### config.mk
export PLATFORM = sky130hd
export DESIGN_NAME = a23_copro_init_seq
export DESIGN_NICKNAME = d
export VERILOG_FILES = /design/src/rtl/a23_copro_init_seq.sv
export SDC_FILE = /design/constraint.sdc
export NUM_CORES = 1
export LEC_CHECK = 0
export ABC_CLOCK_PERIOD_IN_PS = 3700
export CORE_MARGIN = 5
export CORE_UTILIZATION = 42
export DETAILED_ROUTE_END_ITERATION = 12
export PLACE_DENSITY = 0.77
export RECOVER_POWER = 100
export SETUP_SLACK_MARGIN = 0.15
export SLEW_MARGIN = 5
export SYNTH_ARGS = -nofsm -noshare
export SYNTH_HDL_FRONTEND = slang
export SYNTH_SLANG_ARGS = --single-unit
export TNS_END_PERCENT = 1
### constraint.sdc
create_clock -name i_clk -period 3.7 [get_ports i_clk]
set_clock_uncertainty 0.05 [all_clocks]
set_input_delay 0.74 -clock i_clk [delete_from_list [all_inputs] [get_ports i_clk]]
set_output_delay 0.74 -clock i_clk [all_outputs]
set_load 0.02 [all_outputs]
### src/rtl/a23_copro_init_seq.sv
`default_nettype none
// ============================================================================
// Module      : a23_copro_init_seq
// Description : Boot-time CP15 programming sequencer: flush, program cache
//               regions, verify ID and readbacks, then enable the cache.
// Revision    : 1.0
// ============================================================================
module a23_copro_init_seq #(
    parameter logic [31:0] P_ID = 32'h4156_0300
) (
    input  logic        i_clk,
    input  logic        i_rst,
    input  logic        i_start,
    input  logic        i_fetch_stall,
    input  logic [2:0]  i_cfg_cache_control,
    input  logic [31:0] i_cfg_cacheable,
    input  logic [31:0] i_cfg_updateable,
    input  logic [31:0] i_cfg_disruptive,
    input  logic [31:0] i_copro_read_data,
    output logic [1:0]  o_copro_operation,
    output logic [3:0]  o_copro_crn,
    output logic [31:0] o_copro_write_data,
    output logic [3:0]  o_copro_num,
    output logic [2:0]  o_copro_opcode1,
    output logic [2:0]  o_copro_opcode2,
    output logic [3:0]  o_copro_crm,
    output logic        o_busy,
    output logic        o_done,
    output logic        o_error,
    output logic [3:0]  o_err_crn
);

    localparam logic [1:0] c_op_none = 2'd0;
    localparam logic [1:0] c_op_mrc  = 2'd1;
    localparam logic [1:0] c_op_mcr  = 2'd2;

    typedef enum logic [4:0] {
        ST_IDLE  = 5'd0,
        ST_LOAD  = 5'd1,
        ST_FLUSH = 5'd2,
        ST_WR3   = 5'd3,
        ST_WR4   = 5'd4,
        ST_WR5   = 5'd5,
        ST_RD0   = 5'd6,
        ST_CK0   = 5'd7,
        ST_RD3   = 5'd8,
        ST_CK3   = 5'd9,
        ST_RD4   = 5'd10,
        ST_CK4   = 5'd11,
        ST_RD5   = 5'd12,
        ST_CK5   = 5'd13,
        ST_WR2   = 5'd14,
        ST_DONE  = 5'd15,
        ST_ERROR = 5'd16
    } state_t;

    state_t      state_q, state_d;
    logic [2:0]  cache_control_q, cache_control_d;
    logic [31:0] cacheable_q, cacheable_d;
    logic [31:0] updateable_q, updateable_d;
    logic [31:0] disruptive_q, disruptive_d;
    logic [3:0]  err_crn_q, err_crn_d;

    logic        adv;
    logic        chk_en;
    logic [31:0] chk_exp;
    state_t      chk_next;

    assign adv = ~i_fetch_stall;

    always_ff @(posedge i_clk or posedge i_rst) begin
        if (i_rst) begin
            state_q         <= ST_IDLE;
            cache_control_q <= 3'd0;
            cacheable_q     <= 32'd0;
            updateable_q    <= 32'd0;
            disruptive_q    <= 32'd0;
            err_crn_q       <= 4'd0;
        end else begin
            state_q         <= state_d;
            cache_control_q <= cache_control_d;
            cacheable_q     <= cacheable_d;
            updateable_q    <= updateable_d;
            disruptive_q    <= disruptive_d;
            err_crn_q       <= err_crn_d;
        end
    end

    always_comb begin
        state_d            = state_q;
        cache_control_d    = cache_control_q;
        cacheable_d        = cacheable_q;
        updateable_d       = updateable_q;
        disruptive_d       = disruptive_q;
        err_crn_d          = err_crn_q;
        o_copro_operation  = c_op_none;
        o_copro_crn        = 4'd0;
        o_copro_write_data = 32'd0;
        chk_en             = 1'b0;
        chk_exp            = 32'd0;
        chk_next           = ST_ERROR;

        case (state_q)
            ST_IDLE, ST_DONE, ST_ERROR: begin
                // Config is snapshotted here so the running sequence is immune to later changes
                if (i_start && adv) begin
                    state_d         = ST_LOAD;
                    cache_control_d = i_cfg_cache_control;
                    cacheable_d     = i_cfg_cacheable;
                    updateable_d    = i_cfg_updateable;
                    disruptive_d    = i_cfg_disruptive;
                    err_crn_d       = 4'd0;
                end
            end
            ST_LOAD: begin
                if (adv) state_d = ST_FLUSH;
            end
            ST_FLUSH: begin
                o_copro_operation = c_op_mcr;
                o_copro_crn       = 4'd1;
                if (adv) state_d = ST_WR3;
            end
            ST_WR3: begin
                o_copro_operation  = c_op_mcr;
                o_copro_crn        = 4'd3;
                o_copro_write_data = cacheable_q;
                if (adv) state_d = ST_WR4;
            end
            ST_WR4: begin
                o_copro_operation  = c_op_mcr;
                o_copro_crn        = 4'd4;
                o_copro_write_data = updateable_q;
                if (adv) state_d = ST_WR5;
            end
            ST_WR5: begin
                o_copro_operation  = c_op_mcr;
                o_copro_crn        = 4'd5;
                o_copro_write_data = disruptive_q;
                if (adv) state_d = ST_RD0;
            end
            ST_RD0: begin
                o_copro_operation = c_op_mrc;
                o_copro_crn       = 4'd0;
                if (adv) state_d = ST_CK0;
            end
            ST_CK0: begin
                o_copro_crn = 4'd0;
                chk_en      = 1'b1;
                chk_exp     = P_ID;
                chk_next    = ST_RD3;
            end
            ST_RD3: begin
                o_copro_operation = c_op_mrc;
                o_copro_crn       = 4'd3;
                if (adv) state_d = ST_CK3;
            end
            ST_CK3: begin
                o_copro_crn = 4'd3;
                chk_en      = 1'b1;
                chk_exp     = cacheable_q;
                chk_next    = ST_RD4;
            end
            ST_RD4: begin
                o_copro_operation = c_op_mrc;
                o_copro_crn       = 4'd4;
                if (adv) state_d = ST_CK4;
            end
            ST_CK4: begin
                o_copro_crn = 4'd4;
                chk_en      = 1'b1;
                chk_exp     = updateable_q;
                chk_next    = ST_RD5;
            end
            ST_RD5: begin
                o_copro_operation = c_op_mrc;
                o_copro_crn       = 4'd5;
                if (adv) state_d = ST_CK5;
            end
            ST_CK5: begin
                o_copro_crn = 4'd5;
                chk_en      = 1'b1;
                chk_exp     = disruptive_q;
                chk_next    = ST_WR2;
            end
            ST_WR2: begin
                o_copro_operation  = c_op_mcr;
                o_copro_crn        = 4'd2;
                o_copro_write_data = {29'd0, cache_control_q};
                if (adv) state_d = ST_DONE;
            end
            default: begin
                state_d = ST_IDLE;
            end
        endcase

        // A failed readback parks in ERROR before the cache-enable write is ever issued
        if (chk_en && adv) begin
            if (i_copro_read_data != chk_exp) begin
                state_d   = ST_ERROR;
                err_crn_d = o_copro_crn;
            end else begin
                state_d   = chk_next;
            end
        end
    end

    assign o_copro_num     = 4'd15;
    assign o_copro_opcode1 = 3'd0;
    assign o_copro_opcode2 = 3'd0;
    assign o_copro_crm     = 4'd0;

    assign o_busy    = (state_q != ST_IDLE) && (state_q != ST_DONE) && (state_q != ST_ERROR);
    assign o_done    = (state_q == ST_DONE);
    assign o_error   = (state_q == ST_ERROR);
    assign o_err_crn = err_crn_q;

endmodule
`default_nettype wire

## Word-level counts from Yosys, hierarchy flattened

Index checks and enable logic that the tools add are counted.

| storage, ports and cells | value |
|---|---|
| register bits after elaboration | 108 |
| bits of input ports | 135 |
| word-level logic and storage cells | 77 |

| operators by class | value |
|---|---|
| bitwise gates (word level) | 1 |
| eq/ne operators | 31 |
| multiplexer cells | 24 |
| reductions and logical operators | 15 |

Operators by type and width:

| kind | number |
|---|---|
| $pmux 32 s4 | 2 |
| $mux 5 | 13 |
| $pmux 5 s12 | 1 |
| $eq 5x4->1 const B | 8 |
| $ne 3x3->1 const B | 11 |
| $ne 32x32->1 | 1 |
| $eq 5x3->1 const B | 4 |
| $pmux 5 s4 | 1 |
| $mux 4 | 4 |
| $pmux 3 s5 | 1 |
| $reduce_and 12->1 | 1 |
| $reduce_or 3->1 | 4 |
| $eq 5x2->1 const B | 2 |
| $reduce_or 4->1 | 2 |
| $eq 5x1->1 const B | 1 |
| $eq 5x5->1 const B | 1 |
| $logic_not 5->1 | 1 |
| $ne 5x4->1 const B | 1 |
| $ne 5x5->1 const B | 1 |
| $reduce_bool 5->1 | 1 |
| $reduce_or 5->1 | 1 |
| $logic_and 1x1->1 | 4 |
| $pmux 2 s2 | 1 |
| $ne 2x1->1 const B | 1 |
| other kinds (3) | 3 |

## Longest topological paths before layout

Gate-level depths: netlist of the first run.

| logic depth | value |
|---|---|
| depth in word-level cells | 6 |
| depth in mapped cells | 11 |
| gate-level depth less buffers | 8 |

## Least setup slack after synthesis of the first run

No wires, ideal clock.

| timing | value |
|---|---|
| path type | register to output |
| start | register state_q[0] |
| end | output port o_copro_write_data[0] |
| data required time | 2.910 ns |
| stages on the path, launching flop included | 9 |
| slack | 0.970 ns |
| path buffers | 4 |
| arrival | 1.940 ns |
| cells stage by stage | dfrtp_1 buf_2 nor3b_1 clkbuf_1 and3b_1 clkbuf_1 clkbuf_1 a22oi_1 nand2_1 |

| on the way | value |
|---|---|
| word-level cells in the longest chain between the ends | 2 |

RTL lines:

| what | RTL line | source |
|---|---|---|
| start, declared | 57 | `state_t state_q, state_d;` |
| start signal, assigned | 80 | `state_q <= state_d;` |
| $eq 5x4->1, or another cell as far along | 103 | `case (state_q)` |
| $pmux 32 s4 * | 103 |  |
| end, declared | 22 | `output logic [31:0] o_copro_write_data,` |

Mark *: on every way between the ends. The rest lies on a longest branch, timed or not.

## Worst setup path after layout of the first run

| timing | value |
|---|---|
| start | register state_q[4] |
| end | output port o_copro_write_data[2] |

The elaborated chain is that of the path after synthesis.

==> impl_metrics.tcl, run 1 <==
set metrics [dict create \
    fin_nets 802 \
    holdBufCountCts 0 \
    seq_area_frac_synth 0.4619 \
    cts_tree "yes" \
    share_comb_of_total_power 0.442 \
    p_int_uw 3526 \
    path_max_fanout 15 \
    holdPathEnd "cache_control_q[0]" \
    clock_power_share 0.167 \
    final-max-slew-violation-count 0 \
    cp_data_required_time_ps 2910 \
    relSlewSlack 0.007620 \
    power.density_cell_area_nw_per_um2 714.6 \
    r2r_cells 6 \
    syn-instance-count 504 \
    cts_inserted_buffers 9 \
    drc 0 \
    power_leakage_uw 0.003645 \
    final_core_util 0.5866 \
    placeableCoreArea_um2 13770 \
    grt-ovfl-total 0 \
    drtAntennaViolNets 0 \
    asyncSetResetFlopFracSynth 1.000 \
    setup.reg_to_reg.worst_slack_ps 310 \
    yosys_register_bits 108 \
    layout.cells.most_common_list "clkdlybuf4s50_1, dfrtp_1, mux2_2" \
    timing.setup.tns_ps 0 \
    placed_cells 836 \
    r2r-end "updateable_q[28]" \
    ctsRootBufferMaster "clkbuf_16" \
    place.port_buffers 178 \
    fp.dieW_um 128.0 \
    grt_setup_unrepaired "yes" \
    io-pin-count 194 \
    maxClockFrequency_ghz 0.2800 \
    dieHeight_um 128.0 \
    hpwl_mm 13.46 \
    globalRouteTotalUtil 0.2236 \
    switchingPower_uw 2247 \
    synthesis.area_per_instance_um2 11.61 \
    syn_to_final_growth_pct 38.09 \
    crit_chain "nand3b_1 > nor3_1 > a22oi_1 > nand2_1 > dlygate4sd3_1" \
    setup_viol_count_final 0 \
    routed_wire_length_mm 18.46 \
    cts.path.max_buffers 2 \
    seq_power_share 0.390 \
    vias 4967 \
    row_count 43 \
    criticalPathCategory "register to output port" \
    power.share.switching 0.3892 \
    startpoint_type "register" \
    syn-cell-area_um2 5851 \
    clock_latency_ps 370 \
    tritoncts_num_sinks 108 \
    cp-end-kind "output port" \
    diodes 0 \
    slowest_stage "dlygate4sd3_1" \
    min-delay-start "cache_control_q[0]" \
    critical_path.max_stage_delay_ps 670 \
    yosysWarningCount 0 \
    worst_path_dominant_cell_family "simple AND/OR/NAND/NOR gates" \
    initial_utilization 0.4248 \
    h_tree_lvl_count 3 \
    run_status "finished, final reports clean" \
    hold_path_depth 1 \
    grt_first_pass_wirelength_mm 28.39 \
    instances_no_fill 852 \
    hold_crit_path_type "register to register" \
    clk_pin_slew_worst_paths_ps 80 \
    dr.first_iter.drc_count 665 \
    grt_start_max_net_pins 109 \
    initial_antenna_violation_count 0 \
    route.detailed.vias_per_inst 5.830 \
    critical_path_arrival_ps 2780 \
    detailedRoute.firstPassIterationCount 7 \
    gp_congestion 0.8867 \
    mostFrequentLayoutCell "clkdlybuf4s50_1" \
    timing.rr.start "state_q[2]" \
    netlist-cell-type-count 46 \
    synth_flop_cell "dfrtp_1" \
    peakVddDrop_mv 0.3349 \
    first_global_vias 5254 \
    routed_wire_length_per_instance_um 21.66 \
    min_period_ps 3571 \
    launching_instance_or_port_of_the_critical_path "state_q[4]" \
    cp_buf_inv_count 1 \
    floorplan.die_area_um2 16390 \
    layout_worst_path_cycle_share 0.9652 \
    drv_cap 0 \
    tightestPinTransition_ps 1489 \
    report.final.hold_viol_count 0 \
    post_route_cells_drive_above_1_share 0.2143 \
    number_of_enable_flip_flop_cells_after_synthesis 0 \
]
[registers in the layout (all words and copies together) (netlist names)]
| signal | flops |
|---|---|
| cacheable_q | 32 |
| disruptive_q | 32 |
| updateable_q | 32 |
| state_q | 5 |
| o_err_crn | 4 |
| cache_control_q | 3 |
[per-stage QoR]
step           total power (uW)  instance area (um2)  hold WS [ps]  setup slack [ps]
3_3_place_gp               4780                 7811         446.0             551.3
2_1_floorplan              3694                 5903         430.3             969.6
6_report                   5774                 8079         463.0             128.9
4_1_cts                    5851                 8103         466.5             205.8
5_1_grt                    6073                 8079         489.8             65.14
3_5_place_dp               4872                 7811         450.0             492.3
[kinds of logic (layout without fill, tap and decap cells)]
kind of cell              after synthesis  in the layout  share of synthesized area
muxes                                 103            103                     0.1980
and+or+nand+nor                        76             76                    0.07699
other                                   2             15                   0.001284
xor gates and xnor gates               32             32                    0.04790
DFF                                   108            108                     0.4619
buffers and inverters                  87            242                    0.06886
AOI/OAI and AO/OA                      96             96                     0.1450
[worst register-to-register path, stage by stage, from the launching register on]
cell and delay, ps:
dfrtp_1 600, or2_0 290, or3_1 190, o21a_1 160, or3b_2 1030, buf_6 520
mux2_2 420
[what timing repair did]
item | CTS | global route
hold endpoints to repair | 0 | 0
buffers inserted | 0 | 0
gates resized for setup | 0 | 3
endpoints found under the setup margin | 0 | 29
[worst max path at each step]
stage,end,depth (start not counted)
after global routing,o_copro_write_data[9],6
final,o_copro_write_data[2],5
after floorplan,o_copro_write_data[0],8
after CTS,o_copro_write_data[8],6
after global placement,o_err_crn[0],8
after detailed placement,o_err_crn[0],9
[cells in the mapped netlist (2+ instances only)]
master,count,share of area
buf_2,4,0.0034
inv_1,32,0.021
mux2_1,3,0.0058
nor3b_1,4,0.0051
and2_1,5,0.0053
nor4_2,2,0.0043
xor2_1,32,0.048
a221oi_1,18,0.027
nor2_1,13,0.0083
buf_1,2,0.0013
dfrtp_1,108,0.46
mux2_2,99,0.19
a22oi_1,7,0.0090
nor2b_1,3,0.0032
nor3_1,4,0.0034
a222oi_1,44,0.075
and3b_1,2,0.0030
nand2_1,9,0.0058
a22o_1,2,0.0030
clkbuf_1,32,0.021
conb_1,2,0.0013
buf_4,15,0.019
nand4_1,9,0.0096
a21o_1,9,0.012
o21ai_0,3,0.0026
and3_1,17,0.018
a21oi_1,3,0.0026
o31ai_1,2,0.0026
buf_6,2,0.0038
[final cells by class]
| cell class | instances | area [um2] |
|---|---|---|
| Timing Repair Buffer | 194 | 1919 |
| Fill cell | 1128 | 5694 |
| Inverter | 32 | 123.9 |
| Clock buffer | 10 | 239.0 |
| Sequential cell | 108 | 2704 |
| Clock inverter | 6 | 52.55 |
| Tap cell | 180 | 225.2 |
| Multi-Input combinational cell | 322 | 2815 |
[power by group through the flow]
stage	Combinational [uW]	Clock [uW]	Sequential [uW]
after floorplan	1630	0	2060
after global placement	2540	0	2240
after detailed placement	2610	0	2260
after CTS	2630	982	2240
after global routing	2730	1020	2320
final	2550	966	2250
[layer usage]
layer,track usage,vias to the layer above,part of all wire
met5,0,-,0
met2,0.3811,261,0.50
li1,-,2197,-
met3,0.03875,35,0.079
met1,0.2792,2474,0.39
met4,0.09613,0,0.027
(Power assumes the default switching activity.)
==> inputs of run 2 (changes only) <==
==> constraint.sdc (replaced) <==
create_clock -name i_clk -period 3.7 [get_ports i_clk]
set_clock_uncertainty 0.05 [all_clocks]
set_input_delay 0.74 -clock i_clk [delete_from_list [all_inputs] [get_ports i_clk]]
set_output_delay 0.74 -clock i_clk [all_outputs]
set_load 0.01 [all_outputs]
==> run 2 against run 1 <==
Sequential cell count unchanged. Setup slack better by 49 ps. Clock-buffer cell count unchanged. Critical endpoint is now o_copro_write_data[8].
==> impl_metrics.tcl, run 2 (same netlist as run 1, synthesis figures left out) <==
set metrics [dict create \
    clock_latency_ps 370 \
    largest_registers_ranked_by_flip_flop_count "cacheable_q (32), disruptive_q (32), updateable_q (32)" \
    grt_first_pass_wirelength_mm 28.72 \
    launching_instance_or_port_of_the_critical_path "state_q[0]" \
    diodes 0 \
    switchingPower_uw 2029 \
    peakVddDrop_mv 0.3632 \
    placeableCoreArea_um2 13770 \
    clk_pin_slew_worst_paths_ps 70 \
    routed_wire_length_per_instance_um 21.93 \
    cts.path.max_buffers 2 \
    timing.setup.tns_ps 0 \
    power.density_cell_area_nw_per_um2 690.8 \
    dr.first_iter.drc_count 450 \
    seq_power_share 0.410 \
    holdBufCountCts 0 \
    final-max-slew-violation-count 0 \
    layout.cells.most_common_list "clkdlybuf4s50_1, dfrtp_1, mux2_2" \
    run_status "finished, final reports clean" \
    fin_nets 798 \
    syn_to_final_growth_pct 37.90 \
    gp_congestion 0.8948 \
    setup.reg_to_reg.worst_slack_ps 220 \
    cp-end-kind "output port" \
    min-delay-start "o_err_crn[3]" \
    first_global_vias 5352 \
    criticalPathCategory "register to output port" \
    slowest_stage "dfrtp_1" \
    clock_power_share 0.182 \
    dieHeight_um 128.0 \
    crit_chain "nor3b_1 > and3b_2 > buf_12 > a222oi_1 > inv_1 > dlygate4sd3_1" \
    drc 0 \
    timing.rr.start "state_q[2]" \
    relSlewSlack 0.05711 \
    min_period_ps 3522 \
    tritoncts_num_sinks 108 \
    p_int_uw 3544 \
    grt-ovfl-total 0 \
    cts_post_setup_buffers_inserted 0 \
    drtAntennaViolNets 0 \
    post_route_cells_drive_above_1_share 0.2111 \
    routed_wire_length_mm 18.59 \
    detailedRoute.firstPassIterationCount 6 \
    drv_cap 0 \
    totalPowerFinal_uw 5573 \
    startpoint_type "register" \
    tightestPinTransition_ps 1414 \
    cts_tree "yes" \
    place.port_buffers 178 \
    critical_path_arrival_ps 2730 \
    hpwl_mm 13.67 \
    grt_start_max_net_pins 56 \
    floorplan.die_area_um2 16390 \
    cp_data_required_time_ps 2910 \
    report.final.hold_viol_count 0 \
    route.detailed.vias_per_inst 5.849 \
    io-pin-count 194 \
    setup_viol_count_final 0 \
    globalRouteTotalUtil 0.2250 \
    hold_crit_path_type "register to register" \
    fp.dieW_um 128.0 \
    row_count 43 \
    mostFrequentLayoutCell "clkdlybuf4s50_1" \
    initial_antenna_violation_count 0 \
    maxClockFrequency_ghz 0.2839 \
    h_tree_lvl_count 3 \
    ctsRootBufferMaster "clkbuf_16" \
    layout_worst_path_cycle_share 0.9520 \
    grt_setup_unrepaired "yes" \
    critical_path.max_stage_delay_ps 650 \
    path_max_fanout 25 \
    final_core_util 0.5858 \
    power_leakage_uw 0.003662 \
    cts_inserted_buffers 9 \
    share_comb_of_total_power 0.408 \
    power.share.switching 0.3641 \
    initial_utilization 0.4248 \
    vias 4960 \
]
## run 2: cell types whose count changed in the layout (fill, tap and decap cells not counted), sizes merged, moves of 2 or more
cell           before  now
clkdlybuf4s50     146  138
clkinv              0    2
inv                35   33
buf                14    9
dlygate4sd3        32   40
## run 2: metrics by stage
stage,setup WS (ps),hold WS [ps],area [um2],std cells
after floorplan,972.5,430.3,5903,517
after global placement,387.0,444.0,7781,832
after detailed placement,255.9,449.7,7781,832
after CTS,205.0,466.1,8093,848
after global routing,51.19,478.6,8068,848
final,177.6,466.9,8068,848
## run 2: final timing paths
path                                         endpoint  depth (start not counted)
worst max-delay path            o_copro_write_data[8]                          6
worst min-delay path                     o_err_crn[3]                          2
worst max register to register        cacheable_q[30]                          6
worst min register to register           o_err_crn[3]                          2
max in group asynchronous             disruptive_q[8]                          3
min in group asynchronous            updateable_q[22]                          2
## run 2: cell type report
cell class | count | area (um2)
multi-input combinational | 322 | 2828
tap | 180 | 225.2
fill | 1136 | 5705
inverter | 32 | 121.4
timing repair buffer | 190 | 1881
clock inverter | 6 | 71.32
clock buffer | 10 | 239.0
sequential | 108 | 2703
## run 2: repair_timing
item / 4_1_cts / 5_1_grt
gates resized for setup: 1 / 4
setup endpoints to repair: 1 / 7
pin swaps: 0 / 0
## run 2: power by group through the flow
stage	Combinational, uW	Sequential [uW]	Clock (uW)
6_report	2270	2280	1010
5_1_grt	2460	2350	1060
4_1_cts	2390	2260	1020
3_5_place_dp	2370	2280	0
3_3_place_gp	2300	2240	0
2_1_floorplan	1450	2050	0
## run 2: critical path, delay by kind of cell (launching register included)
kind            cells  cell delay (ps)
compound gates      1              110
simple gates        2              700
flops               1              650
buf+inv             3              910
## run 2: metal layers
| metal | global-route usage | part of all wire | vias to the layer above |
|---|---|---|---|
| li1 | - | - | 2186 |
| met1 | 0.2682 | 0.38 | 2475 |
| met2 | 0.3894 | 0.51 | 260 |
| met3 | 0.05875 | 0.076 | 39 |
| met4 | 0.08552 | 0.031 | 0 |
| met5 | 0 | 0 | - |
